## config.mk

```make
export PLATFORM = sky130hd
export DESIGN_NAME = rom_dl_sched
export DESIGN_NICKNAME = d
export VERILOG_FILES = /design/src/rtl/rom_dl_sched.sv
export SDC_FILE = /design/constraint.sdc
export NUM_CORES = 1
export LEC_CHECK = 0
export CORE_ASPECT_RATIO = 0.7
export CORE_MARGIN = 8
export CORE_UTILIZATION = 41
export DETAILED_ROUTE_END_ITERATION = 10
export GPL_TIMING_DRIVEN = 0
export PLACE_DENSITY = 0.77
export SYNTH_ARGS = -nofsm -noshare
export SYNTH_HDL_FRONTEND = slang
export SYNTH_SLANG_ARGS = --single-unit
```

## constraint.sdc

```tcl
create_clock -name clk_sys -period 2.98 [get_ports clk_sys]
set_input_delay 0.447 -clock clk_sys [delete_from_list [all_inputs] [get_ports clk_sys]]
set_output_delay 0.447 -clock clk_sys [all_outputs]
set_load 0.05 [all_outputs]
```

## src/rtl/rom_dl_sched.sv

```systemverilog
// Download scheduler: routes ioctl bytes to SDRAM port1/port2 (toggle req/ack) or the BG ROM strobe.
// Optional ack watchdog enabled by defining DL_TIMEOUT_EN.
//
// state   | meaning
// IDLE    | ready for a byte; dl bytes are written straight through from here
// P1_WAIT | port1 request outstanding, host stalled via ioctl_wait
// P2_WAIT | port2 request outstanding, host stalled via ioctl_wait
module rom_dl_sched #(
    parameter logic [24:0] SP_BASE = 25'h12000,
    parameter logic [24:0] BG_BASE = 25'h32000,
    parameter logic [24:0] BG_END  = 25'h3A000
`ifdef DL_TIMEOUT_EN
    ,
    parameter int unsigned TIMEOUT = 255
`endif
) (
    input  logic        clk_sys,
    input  logic        reset,
    input  logic        ioctl_download,
    input  logic        ioctl_wr,
    input  logic [24:0] ioctl_addr,
    input  logic [7:0]  ioctl_dout,
    output logic        ioctl_wait,
    output logic        port1_req,
    input  logic        port1_ack,
    output logic [22:0] port1_a,
    output logic [1:0]  port1_ds,
    output logic [15:0] port1_d,
    output logic        port2_req,
    input  logic        port2_ack,
    output logic [17:0] port2_a,
    output logic [1:0]  port2_ds,
    output logic [15:0] port2_d,
    output logic        dl_wr,
    output logic [15:0] dl_addr,
    output logic [7:0]  dl_data,
    output logic        rom_loaded,
    output logic        dl_error
);

    typedef enum logic [1:0] {IDLE, P1_WAIT, P2_WAIT} state_t;

    state_t      state, state_nx;
    logic        wr_s, wr_q, dl_q, load_pend;
    logic        capture, accept, overrun;
    logic        in_p1, in_p2, in_bg;
    logic        dl_rise, dl_fall;
    logic [18:0] sp_off;
    logic [15:0] bg_off;
    logic        tmo_fire;

    // The strobe is registered once so a capture lands the cycle after ioctl_wr rises.
    assign capture = wr_s & ~wr_q & ioctl_download;
    assign accept  = capture && (state == IDLE);
    assign overrun = capture && (state != IDLE);
    assign dl_rise = ioctl_download & ~dl_q;
    assign dl_fall = ~ioctl_download & dl_q;

    assign in_p1  = ioctl_addr < SP_BASE;
    assign in_p2  = (ioctl_addr >= SP_BASE) && (ioctl_addr < BG_BASE);
    assign in_bg  = (ioctl_addr >= BG_BASE) && (ioctl_addr < BG_END);
    assign sp_off = ioctl_addr[18:0] - SP_BASE[18:0];
    assign bg_off = ioctl_addr[15:0] - BG_BASE[15:0];

`ifdef DL_TIMEOUT_EN
    logic [7:0] tmo_cnt;

    // Down-counter reloaded while idle; terminal count is the last permitted wait cycle.
    assign tmo_fire = (state != IDLE) && (tmo_cnt == 8'd1);

    always_ff @(posedge clk_sys or posedge reset) begin
        if (reset)
            tmo_cnt <= 8'(TIMEOUT);
        else if (state == IDLE)
            tmo_cnt <= 8'(TIMEOUT);
        else if (tmo_cnt != 8'd0)
            tmo_cnt <= tmo_cnt - 8'd1;
    end
`else
    assign tmo_fire = 1'b0;
`endif

    always_ff @(posedge clk_sys or posedge reset) begin
        if (reset)
            state <= IDLE;
        else
            state <= state_nx;
    end

    always_comb begin
        state_nx = state;
        case (state)
            IDLE: begin
                if (accept && in_p1)
                    state_nx = P1_WAIT;
                else if (accept && in_p2)
                    state_nx = P2_WAIT;
            end
            P1_WAIT: if ((port1_ack == port1_req) || tmo_fire) state_nx = IDLE;
            P2_WAIT: if ((port2_ack == port2_req) || tmo_fire) state_nx = IDLE;
            default: state_nx = IDLE;
        endcase
    end

    always_comb begin
        ioctl_wait = (state == P1_WAIT) || (state == P2_WAIT);
    end

    always_ff @(posedge clk_sys or posedge reset) begin
        if (reset) begin
            wr_s       <= 1'b0;
            wr_q       <= 1'b0;
            dl_q       <= 1'b0;
            load_pend  <= 1'b0;
            port1_req  <= 1'b0;
            port1_a    <= '0;
            port1_ds   <= '0;
            port1_d    <= '0;
            port2_req  <= 1'b0;
            port2_a    <= '0;
            port2_ds   <= '0;
            port2_d    <= '0;
            dl_wr      <= 1'b0;
            dl_addr    <= '0;
            dl_data    <= '0;
            rom_loaded <= 1'b0;
            dl_error   <= 1'b0;
        end else begin
            wr_s  <= ioctl_wr;
            wr_q  <= wr_s;
            dl_q  <= ioctl_download;
            dl_wr <= 1'b0;

            if (accept && in_p1) begin
                port1_req <= ~port1_req;
                port1_a   <= ioctl_addr[23:1];
                port1_ds  <= {ioctl_addr[0], ~ioctl_addr[0]};
                port1_d   <= {ioctl_dout, ioctl_dout};
            end
            if (accept && in_p2) begin
                port2_req <= ~port2_req;
                port2_a   <= {sp_off[18:17], sp_off[14:0], sp_off[16]};
                port2_ds  <= {sp_off[15], ~sp_off[15]};
                port2_d   <= {ioctl_dout, ioctl_dout};
            end
            if (accept && in_bg) begin
                dl_wr   <= 1'b1;
                dl_addr <= bg_off;
                dl_data <= ioctl_dout;
            end

            // A falling download edge seen mid-wait is remembered until the FSM is idle.
            if (dl_rise) begin
                rom_loaded <= 1'b0;
                load_pend  <= 1'b0;
                dl_error   <= 1'b0;
            end else if ((dl_fall || load_pend) && (state == IDLE)) begin
                rom_loaded <= 1'b1;
                load_pend  <= 1'b0;
            end else if (dl_fall) begin
                load_pend <= 1'b1;
            end

            if (overrun || tmo_fire)
                dl_error <= 1'b1;
        end
    end

endmodule

```

### Yosys cells after proc, flatten, opt, wreduce, memory -nomap -nowiden

Cells that the tools add are included.

* add/sub/neg operators: 2
* magnitude comparators: 5
* equal/unequal tests: 7
* mux-type cells: 13
* bitwise logic cells: 11
* reduce and logical (&&, ||, !) cells: 16

Operators by type and width (count)
* 25-bit by 18-bit less-than comparator with 1-bit output (second input constant): 2
* 25-bit by 17-bit >= comparator with 1-bit output (second input constant): 1
* 25-bit by 18-bit >= comparator with 1-bit output (second input constant): 1
* 25-bit by 17-bit less-than comparator with 1-bit output (second input constant): 1
* 19-bit by 17-bit subtractor with 19-bit output (second input constant): 1
* 16-bit by 14-bit subtractor with 16-bit output (second input constant): 1
* 1-bit logical AND: 8
* 1-bit two-way mux: 8
* 2-bit two-way mux: 4
* 1-bit inverter: 7
* 2-bit one-hot mux with 3 select lines: 1
* 2-bit nonzero test: 3
* 1-bit bitwise AND: 4
* 2-bit != test (second input constant): 2
* 3-bit by 1-bit != test with 1-bit output (second input constant): 1
* 3-bit AND reduction: 1
* 3-bit nonzero test: 1
* 1-bit == test: 2
* 2-bit by 1-bit == test with 1-bit output (second input constant): 1
* 2-bit == test (second input constant): 1
* 2-bit logical NOT: 1
* 1-bit logical OR: 2

* register bits: 112
* logic and storage cells: 72

### Logic depth before layout (Yosys ltp)

* depth in word-level cells: 8
* gate-level depth with buffers: 9
* mapped depth without buffers: 6

### Least setup slack after synthesis

No wires, ideal clock.

* path type: input port to flip-flop
* start: input port ioctl_addr[13]
* end: register port1_a[14]
* library setup time: 0.125 ns
* data arrival time: 2.032 ns
* setup slack: 0.823 ns
* stages: 8
* path buffers: 2
* path through: inv_1 > ha_1 > or2b_2 > a21oi_1 > and2_2 > buf_6 > buf_6 > mux2_2

* word-level cells in the longest chain between the ends: 2

RTL lines
* from (decl): RTL line 21 `input logic [24:0] ioctl_addr,`
* 25-bit by 17-bit less-than comparator with 1-bit output: RTL line 59 `assign in_p1 = ioctl_addr < SP_BASE;`
* 1-bit logical AND: RTL line 134 `if (accept && in_p1) begin`
* to (signal assigned): RTL line 136 `port1_a <= ioctl_addr[23:1];`
* to (decl): RTL line 26 `output logic [22:0] port1_a,`

No other way between the ends.
A chain may end at the register's enable or synchronous reset.

### Final worst setup path

* start: input port ioctl_addr[13]
* end: register port1_d[10]

* word-level cells in the longest chain between the ends: 2

RTL lines
* 25-bit by 17-bit less-than comparator with 1-bit output: RTL line 59
* 1-bit logical AND: RTL line 134
* to (signal assigned): RTL line 138 `port1_d <= {ioctl_dout, ioctl_dout};`
* to (decl): RTL line 28 `output logic [15:0] port1_d,`

No other way between the ends.

==> flow_results.xml <==
<?xml version="1.0" encoding="UTF-8"?>
<metrics>
  <group name="status">
    <metric name="outcome" unit="">completed</metric>
  </group>
  <group name="yosys">
    <metric name="synth_flop_cell" unit="">sky130_fd_sc_hd__dfrtp_1</metric>
    <metric name="ranking_of_synthesized_cells_by_area" unit="">sky130_fd_sc_hd__dfrtp_1, sky130_fd_sc_hd__mux2_2, sky130_fd_sc_hd__mux2_4</metric>
    <metric name="post_synth_num_cell_types" unit="">39</metric>
    <metric name="synth.avg_cell_area" unit="sq um">14.85</metric>
    <metric name="yosysWarningCount" unit="">0</metric>
    <metric name="synth_common_cells" unit="">sky130_fd_sc_hd__dfrtp_1, sky130_fd_sc_hd__mux2_2, sky130_fd_sc_hd__mux2_4</metric>
    <metric name="postSynthRegisterBits" unit="">96</metric>
    <metric name="synth_top_cell_by_area" unit="">sky130_fd_sc_hd__dfrtp_1</metric>
    <metric name="synthesis.nets" unit="">325</metric>
    <metric name="synth_largest_type_area_fraction" unit="">0.5799</metric>
    <metric name="seq_area_frac_synth" unit="">0.5799</metric>
    <metric name="post-synth-top-count-cell" unit="">sky130_fd_sc_hd__dfrtp_1</metric>
    <metric name="ys_async_rst_share" unit="">1.000</metric>
    <metric name="synth_edf_count" unit="">0</metric>
    <metric name="syn_inst" unit="">279</metric>
    <metric name="syn_area" unit="sq um">4143</metric>
  </group>
  <group name="placed_design">
    <metric name="postPlaceCellArea" unit="sq um">5774</metric>
    <metric name="detailed_place_hpwl" unit="um">8016</metric>
    <metric name="dp_cells" unit="">552</metric>
    <metric name="globalplace.congestion" unit="">0.8007</metric>
    <metric name="port_buffers" unit="">144</metric>
  </group>
  <group name="final_layout">
    <metric name="diodes" unit="">0</metric>
    <metric name="final_cells" unit="">567</metric>
    <metric name="final_cell_area" unit="sq um">6061</metric>
    <metric name="fillCellCount" unit="">774</metric>
    <metric name="layout.nets" unit="">481</metric>
    <metric name="core_occupancy_in_the_finished_layout" unit="">0.6210</metric>
    <metric name="final_layout_size_suffix_gt1_frac" unit="">0.2665</metric>
    <metric name="area_growth" unit="%">46.30</metric>
  </group>
  <group name="power">
    <metric name="power-per-cell-area" unit="nW/um^2">455.1</metric>
    <metric name="max-vdd-ir-drop" unit="uV">365.9</metric>
    <metric name="pwr-share-seq" unit="">0.486</metric>
    <metric name="static-leakage-power" unit="nW">2.916</metric>
    <metric name="combinationalPowerShare" unit="">0.107</metric>
    <metric name="netSwitchingFraction" unit="">0.2408</metric>
    <metric name="p_clk_frac" unit="">0.407</metric>
    <metric name="power_report.internal_total" unit="mW">2.094</metric>
    <metric name="pnr_total_power" unit="mW">2.758</metric>
    <metric name="power_switching" unit="mW">0.6640</metric>
  </group>
  <group name="setup_path">
    <metric name="worst_setup_path_start_kind" unit="">primary input</metric>
    <metric name="critical_path_required" unit="ns">3.20</metric>
    <metric name="path_max_fanout" unit="">10</metric>
    <metric name="endpoint_kind" unit="">flop</metric>
    <metric name="timing.setup.critical_path_class" unit="">primary input to flop</metric>
    <metric name="worst-endpoint-arrival" unit="ns">2.89</metric>
  </group>
  <group name="clocking">
    <metric name="max_buffers_root_to_sink" unit="">2</metric>
    <metric name="clkSinkCount" unit="">96</metric>
    <metric name="post_cts_resized" unit="">0</metric>
    <metric name="postCtsSetupBuffers" unit="">0</metric>
    <metric name="clk-insertion-delay-late" unit="ns">0.34</metric>
    <metric name="cts_tree" unit="">done</metric>
    <metric name="cts_max_level" unit="">3</metric>
    <metric name="clockRootBuffer" unit="">sky130_fd_sc_hd__clkbuf_16</metric>
    <metric name="numCtsBuffers" unit="">9</metric>
    <metric name="hold_buffers" unit="">0</metric>
    <metric name="clock_edge_transition_at_the_registers_on_the_reported_setup_and_hold_paths" unit="ns">0.06</metric>
  </group>
  <group name="drt">
    <metric name="route.detailed.wl_per_inst" unit="um">18.52</metric>
    <metric name="wirelength" unit="um">10500</metric>
    <metric name="detailroute.wirelength.met2" unit="um">4620</metric>
    <metric name="first_iter_violations" unit="">78</metric>
    <metric name="drt_pre_antenna_iters" unit="">4</metric>
    <metric name="postRouteAntennaNets" unit="">0</metric>
    <metric name="highest_layer" unit="">met4</metric>
    <metric name="via_cell_ratio" unit="">4.840</metric>
    <metric name="drc" unit="">0</metric>
    <metric name="detailroute.wirelength.met3" unit="um">1201</metric>
    <metric name="met1Wirelength" unit="um">4566</metric>
    <metric name="vias" unit="">2744</metric>
  </group>
  <group name="timing">
    <metric name="slew_headroom" unit="">0.5897</metric>
    <metric name="post-route-min-period" unit="ns">2.672</metric>
    <metric name="grt_setup_unrepaired" unit="">no</metric>
    <metric name="setup-violations-final" unit="">0</metric>
    <metric name="worst_pin_slew" unit="ns">0.6155</metric>
    <metric name="final-max-slew-violation-count" unit="">0</metric>
    <metric name="period_share" unit="">0.8968</metric>
    <metric name="hold_ws" unit="ns">0.3899</metric>
    <metric name="maxClockFrequency" unit="MHz">374.2</metric>
    <metric name="final_hold_viol_count" unit="">0</metric>
    <metric name="timing.clock.skew" unit="ns">0.005936</metric>
  </group>
  <group name="die">
    <metric name="placeableCoreArea" unit="sq um">9759</metric>
    <metric name="die_w" unit="um">136.1</metric>
    <metric name="floorplan.die_area" unit="sq um">13630</metric>
    <metric name="floorplan.rows" unit="">30</metric>
    <metric name="die-height" unit="um">100.1</metric>
    <metric name="initial_core_util" unit="">0.4245</metric>
    <metric name="io-pin-count" unit="">146</metric>
  </group>
  <group name="grt">
    <metric name="globalRoute.totalOverflow" unit="">0</metric>
    <metric name="grt_max_degree" unit="">50</metric>
    <metric name="global_route.usage.total" unit="">0.1593</metric>
    <metric name="via_count_of_the_first_global_routing_pass" unit="">2985</metric>
    <metric name="grt_pass1_wl" unit="um">16590</metric>
    <metric name="initial_antenna_violation_count" unit="">0</metric>
  </group>
  <group name="job">
    <metric name="cap_violations" unit="">0</metric>
  </group>
  <group name="hold_path">
    <metric name="hold_path.class" unit="">primary input to flop</metric>
  </group>
</metrics>
logic make-up (layout without fill, tap and decap cells):
family,after synthesis,in the layout,synth area share
AOI/OAI and AO/OA,18,18,0.03322
xor gates and xnor gates,7,7,0.01480
adders and majority gates,7,7,0.02114
buffers and inverters,40,200,0.07068
DFF,96,96,0.5799
muxes,76,76,0.2238
and+or+nand+nor,35,35,0.05648
path summary, 6_finish.rpt:
check / start / slack (ns) / cells after the start / endpoint
min in group asynchronous: reset / 0.55 / 2 / port1_d[11]
setup reg to reg: state[0] / 0.65 / 9 / port1_d[10]
max in group asynchronous: reset / 1.77 / 3 / port2_a[5]
setup / recovery: ioctl_addr[13] / 0.31 / 9 / port1_d[10]
hold / removal: ioctl_addr[16] / 0.39 / 2 / port1_a[15]
hold reg to reg: wr_s / 0.40 / 0 / wr_q
power groups by stage:
stage	clock (mW)	combinational (mW)	sequential, mW
finish	1.12	0.294	1.34
global route	1.21	0.317	1.34
CTS	1.16	0.299	1.34
detailed placement	0	0.298	1.37
global placement	0	0.289	1.36
floorplan	0	0.0958	1.43
worst max-delay path: stages:
cell and delay (ns):
sky130_fd_sc_hd__clkdlybuf4s50_1 0.49, sky130_fd_sc_hd__inv_1 0.14, sky130_fd_sc_hd__ha_1 0.22, sky130_fd_sc_hd__or2b_2 0.34, sky130_fd_sc_hd__a21oi_1 0.34, sky130_fd_sc_hd__and2_2 0.23
sky130_fd_sc_hd__buf_6 0.14, sky130_fd_sc_hd__buf_6 0.18, sky130_fd_sc_hd__mux2_2 0.36
cell usage in the layout (no fill, tap or decap), types with 6 or more instances in the layout:
cell | netlist | routed
sky130_fd_sc_hd__mux2_2 | 43 | 43
sky130_fd_sc_hd__a21oi_1 | 6 | 6
sky130_fd_sc_hd__xor2_1 | 6 | 6
sky130_fd_sc_hd__buf_6 | 11 | 11
sky130_fd_sc_hd__and2_1 | 7 | 7
sky130_fd_sc_hd__mux2_1 | 10 | 10
sky130_fd_sc_hd__inv_1 | 13 | 12
sky130_fd_sc_hd__buf_4 | 16 | 16
sky130_fd_sc_hd__dfrtp_1 | 96 | 96
sky130_fd_sc_hd__ha_1 | 7 | 7
sky130_fd_sc_hd__mux2_4 | 20 | 20
sky130_fd_sc_hd__clkbuf_16 | 0 | 9
sky130_fd_sc_hd__clkdlybuf4s50_1 | 0 | 144
flip-flops by register name, indices dropped and copies added, names as in the netlist:
name / count
dl_addr: 16
dl_data: 8
dl_error: 1
dl_q: 1
dl_wr: 1
load_pend: 1
port1_a: 23
port1_d: 8
port1_ds: 2
port1_req: 1
port2_a: 18
port2_d: 8
port2_ds: 2
port2_req: 1
rom_loaded: 1
state: 2
wr_q: 1
wr_s: 1
metrics by stage:
step | setup slack [ns] | setup TNS, ns
after floorplan | 0.02763 | 0
after global placement | -1.430 | -136.53
after detailed placement | -0.04098 | -0.1968
after CTS | 0.3192 | 0
after global routing | 0.1664 | 0
final | 0.3076 | 0
metal layers:
layer | up-vias | track usage
met3 | 11 | 0.08583
met2 | 98 | 0.2372
li1 | 1259 | -
met1 | 1376 | 0.1938
met5 | - | 0
met4 | 0 | 0.05046
layout make-up:
type	instances	area [sq um]	share of cell area
Buffer	27	244.0	0.04026
Clock buffer	10	229.0	0.03778
Clock inverter	5	57.56	0.009496
Inverter	13	51.30	0.008464
Multi-Input combinational cell	143	1448	0.2389
Sequential cell	96	2402	0.3964
Tap cell	128	160.2	0.02642
Timing Repair Buffer	145	1469	0.2424
Note: power is estimated with default switching activity, not from simulation.
==> variant 1, RTL diff (same settings) <==
The 3 states of `state_t` get a one-hot encoding in 3 bits.
--- a/src/rtl/rom_dl_sched.sv
+++ b/src/rtl/rom_dl_sched.sv
@@ -40,3 +40,3 @@
 
-    typedef enum logic [1:0] {IDLE, P1_WAIT, P2_WAIT} state_t;
+    typedef enum logic [2:0] {IDLE = 3'b001, P1_WAIT = 3'b010, P2_WAIT = 3'b100} state_t;
 
Formal check against the unedited RTL: no difference found for any inputs over 10 cycles, from zero or initial values and one cycle with reset high; not proved beyond that.
==> variant 1 against the unedited design <==
Design area grew 0.70%. Wire length is 0.36% higher. Area after synthesis is 0.45% lower. Power is 7.7% higher. Sequential cell count rose by 1. Worst hold slack better by 0.0056 ns. Setup slack got worse by 0.017 ns. Critical endpoint is now port2_d[13]. Highest routed layer unchanged.
==> variant 1: results <==
[timing]
skew_ns = 0.00859
hold_viol = 0
whs_ns = 0.395
slew_headroom_pct = 43.7

[grt]
grt_max_degree = 56
grtUsageTotal_pct = 16.2
grt_pass1_wl_um = 16900
grt_pass1_vias = 3012
antenna_found_initial = 0

[drt]
drtIter0Drc = 112
avgRoutedWirePerCell_um = 18.8
vias = 2726
drt_first_pass_iters = 4

[logic_synthesis]
ys_seq_area_share_pct = 58.9
ys_async_sr_fraction_pct = 100
synth_nets = 314
synthTopCellsByArea = "dfrtp_1, mux2_4, mux2_2, buf_4, and2_1"
synth.cells.most_frequent = "dfrtp_1, mux2_2, mux2_4"
yosysUniqueCellTypes = 39
yosysWarnings = 0

[cts]
clk_pin_slew_worst_paths_ns = 0.06
postCtsSetupRepairBufs = 0
clk_path_buf_depth = 2
cts_resized = 0
insertion_delay_ns = 0.33
root_buffer = "clkbuf_16"
cts-buffers-inserted = 9
htreeDepth = 3

[worst_hold_path]
hold_path_end = "wr_q"
hold-path-cell-count = 0
hold_class = "register to register"
hp-start = "wr_s"

[cells_and_area]
largest_registers = "port1_a x23, port2_a x18, dl_addr x16"
antenna-diode-count = 0
fill_cells = 740
final_layout_size_suffix_gt1_share_pct = 27.8
nNetsFinal = 470

[critical_path]
slowest_stage = "clkdlybuf4s50_1"
worst-r2r-cell-count = 5
timing.rr.end = "port2_d[8]"
path_delay_family = "buffers and inverters"
critical_path_peak_fanout = 10
rr_startpoint = "state[0]"
slowest_delay_ns = 0.52
cp.arrival_ns = 2.91
r2r_setup_slack_ns = 0.47

[power]
ir_worst_vdd_v = 0.000421
power.leakage_nw = 2.95

[place]
gp_congestion = 0.744
dp_hpwl_um = 8050
port_buffers = 144
place_ws_ns = -0.102

[run_status]
status = "complete, no violations"
-- variant 1: cell count changes in the layout (fill, tap and decap cells not counted), sizes merged, moves of 3 or more --
cell,change
buf,-4
clkbuf,+4
ha,-3
inv,-5
nand2b,+3
o21ai,-3
xnor2,+3
xor2,-3
-- variant 1: layer usage --
layer	GRT usage, %	vias to the layer above	share of wire, %
met5	0	-	0
met4	4.04	0	0.86
li1	-	1245	-
met3	7.19	7	9.4
met1	19.7	1377	43
met2	25.9	97	47
-- variant 1: metrics by stage --
stage	instance area [µm²]	setup TNS (ns)	instances	util, %
6_report	6100	0	560	62.8
5_1_grt	6100	0	560	62.8
4_1_cts	6100	0	560	62.8
3_5_place_dp	5750	-2.07	544	59.1
3_3_place_gp	5730	-134.59	543	58.9
2_1_floorplan	4120	0	271	-
-- variant 1: worst register-to-register path: stages (launching register included) --
cell	delay (ns)
dfstp_2	0.56
or3b_4	0.42
nor4_4	0.53
o211ai_4	0.31
buf_6	0.27
mux2_4	0.31
-- variant 1: worst max-delay path by stage --
| stage | from | to | slack, ns | cells past startpoint |
|---|---|---|---|---|
| finish | ioctl_addr[14] | port2_d[13] | 0.29 | 9 |
| global route | ioctl_addr[14] | port2_d[13] | 0.18 | 9 |
| CTS | ioctl_addr[14] | port2_d[13] | 0.25 | 9 |
| detailed placement | ioctl_addr[14] | port2_d[13] | -0.10 | 9 |
| global placement | reset | port2_a[4] | -1.40 | 2 |
| floorplan | reset | dl_addr[0] | 0.0009 | 1 |
-- variant 1: cell type report --
| class | count | area [µm²] | share of cell area (%) |
|---|---|---|---|
| sequential | 97 | 2430 | 39.8 |
| multi-input combinational | 140 | 1470 | 24.1 |
| tap | 128 | 160 | 2.62 |
| buffer | 25 | 188 | 3.08 |
| clock inverter | 4 | 98.8 | 1.62 |
| clock buffer | 12 | 256 | 4.20 |
| inverter | 9 | 36.3 | 0.595 |
| timing repair buffer | 145 | 1460 | 23.9 |
-- variant 1: where the power goes --
| group | total (W) | internal [W] | switching [W] |
|---|---|---|---|
| Sequential | 0.00136 | 0.00134 | 0.0000151 |
| Combinational | 0.000277 | 0.000116 | 0.000161 |
| Clock | 0.00134 | 0.000868 | 0.000468 |
-- variant 1: cell families (layout without fill, tap and decap cells) --
group	Yosys count	in the layout	share of synthesized area, %
flops	97	97	58.9
mux	76	76	23.6
simple gates	38	38	6.16
buf+inv	34	195	5.37
compound gates	15	15	3.31
xor+xnor	7	7	1.49
fa+ha+maj	4	4	1.21
==> variant 2, RTL diff (same settings) <==
Made on the original files. Build with the macro `DL_TIMEOUT_EN` defined.
--- a/src/rtl/rom_dl_sched.sv
+++ b/src/rtl/rom_dl_sched.sv
@@ -7,2 +7,4 @@
 // P2_WAIT | port2 request outstanding, host stalled via ioctl_wait
+`define DL_TIMEOUT_EN
+
 module rom_dl_sched #(
Function: same outputs for any inputs over 10 cycles, from zero or initial values and one cycle with reset high; that may be too few to reach the edited logic, so the function may still have changed.
==> variant 2 against the unedited design <==
Synthesized cell count is 35% higher. Design area grew 6.3%. Sequential cell count up 8. Die area increased by 6.9%. Area after synthesis increased by 8.1%. Final cell count up 19%. Power is 9.5% higher. Sequential share of layout area rose by 0.92 points. Setup slack gained 0.11 ns. Wire length grew 9.7%. Highest routed layer unchanged.
==> variant 2: results <==
[drt]
drt_first_pass_iters = 4
finalWirelength_um = 11500
avgViaCountPerCell = 4.81
avgRoutedWirePerCell_um = 17.0
drtIter0Drc = 118

[logic_synthesis]
yosysUniqueCellTypes = 43
synthTopCellsByArea = "dfrtp_1, nand2_1, mux2_2, dfstp_2, mux2_4"
synth.cells.most_frequent = "dfrtp_1, nand2_1, mux2_2"
syn_area_per_cell_um2 = 11.8
synth_nets = 427
ys_async_sr_fraction_pct = 100
yosysWarnings = 0
ys_seq_area_share_pct = 58.4

[timing]
skew_ns = 0.00961
tightest_slew_ns = 0.687

[cts]
clk_path_buf_depth = 2
ctsHoldBuffers = 0
postCtsSetupRepairBufs = 0
cts_resized = 0
cts-buffers-inserted = 9
root_buffer = "clkbuf_16"
htreeDepth = 3
insertion_delay_ns = 0.34

[power]
p_clk_share_pct = 40.3
power.leakage_nw = 3.08
ir_worst_vdd_v = 0.000353
power_frac_comb_pct = 11.3
switching_share_pct = 25.2

[critical_path]
crit_start = "ioctl_addr[13]"
r2r_setup_slack_ns = 0.57

[worst_hold_path]
hold_class = "register to register"
hp-start = "wr_s"

[grt]
antenna_found_initial = 0
grt_pass1_wl_um = 18400
grt_max_degree = 44
grtUsageTotal_pct = 16.3
grt_pass1_vias = 3419

[place]
port_buffers = 144
place_inst = 660
gp_congestion = 0.753
dp_hpwl_um = 8810

[cells_and_area]
largest_reg_flops = 23
nNetsFinal = 584
final_layout_size_suffix_gt1_share_pct = 18.5

[run_status]
status = "complete, no violations"
==> variant 2: final timing paths <==
check | endpoint | depth (start not counted)
worst min register to register | wr_q | 0
worst max register to register | dl_addr[6] | 8
max in group asynchronous | port1_a[21] | 3
min in group asynchronous | dl_error | 2
worst max-delay path | dl_addr[6] | 8
worst min-delay path | wr_q | 0
==> variant 2: layer usage <==
layer  vias up  wire length (µm)  global-route usage (%)
li1       1560                 -                       -
met1      1579              5140                    20.6
met2       106              5450                    26.7
met3         9               841                    5.36
met4         0               100                    4.44
met5         -                 0                       0
==> variant 2: metrics by stage <==
stage                     power [W]  utilization, %  setup WS [ns]  hold slack (ns)  area (µm²)
after global routing        0.00315            59.6          0.313            0.378        6440
final                       0.00302            59.6          0.419            0.369        6440
after floorplan             0.00168               -          0.876            0.347        4480
after CTS                   0.00306            59.6          0.396            0.370        6440
after global placement      0.00182            56.4         0.0611            0.358        6090
after detailed placement    0.00183            56.7         0.0327            0.352        6130
==> variant 2: cells by family after synthesis <==
| kind of cell | share of synthesized area (%) |
|---|---|
| xor gates and xnor gates | 2.35 |
| muxes | 12.4 |
| adders and majority gates | 2.79 |
| buffers and inverters | 5.76 |
| and+or+nand+nor | 13.6 |
| AOI/OAI and AO/OA | 4.70 |
| DFF | 58.4 |
==> variant 2: cell type report <==
cell class,instances,area (µm²)
Tap cell,136,170
Sequential cell,104,2610
Buffer,30,209
Multi-Input combinational cell,231,1610
Fill cell,852,4370
Timing Repair Buffer,146,1480
Inverter,13,52.6
Clock inverter,6,71.3
Clock buffer,10,239
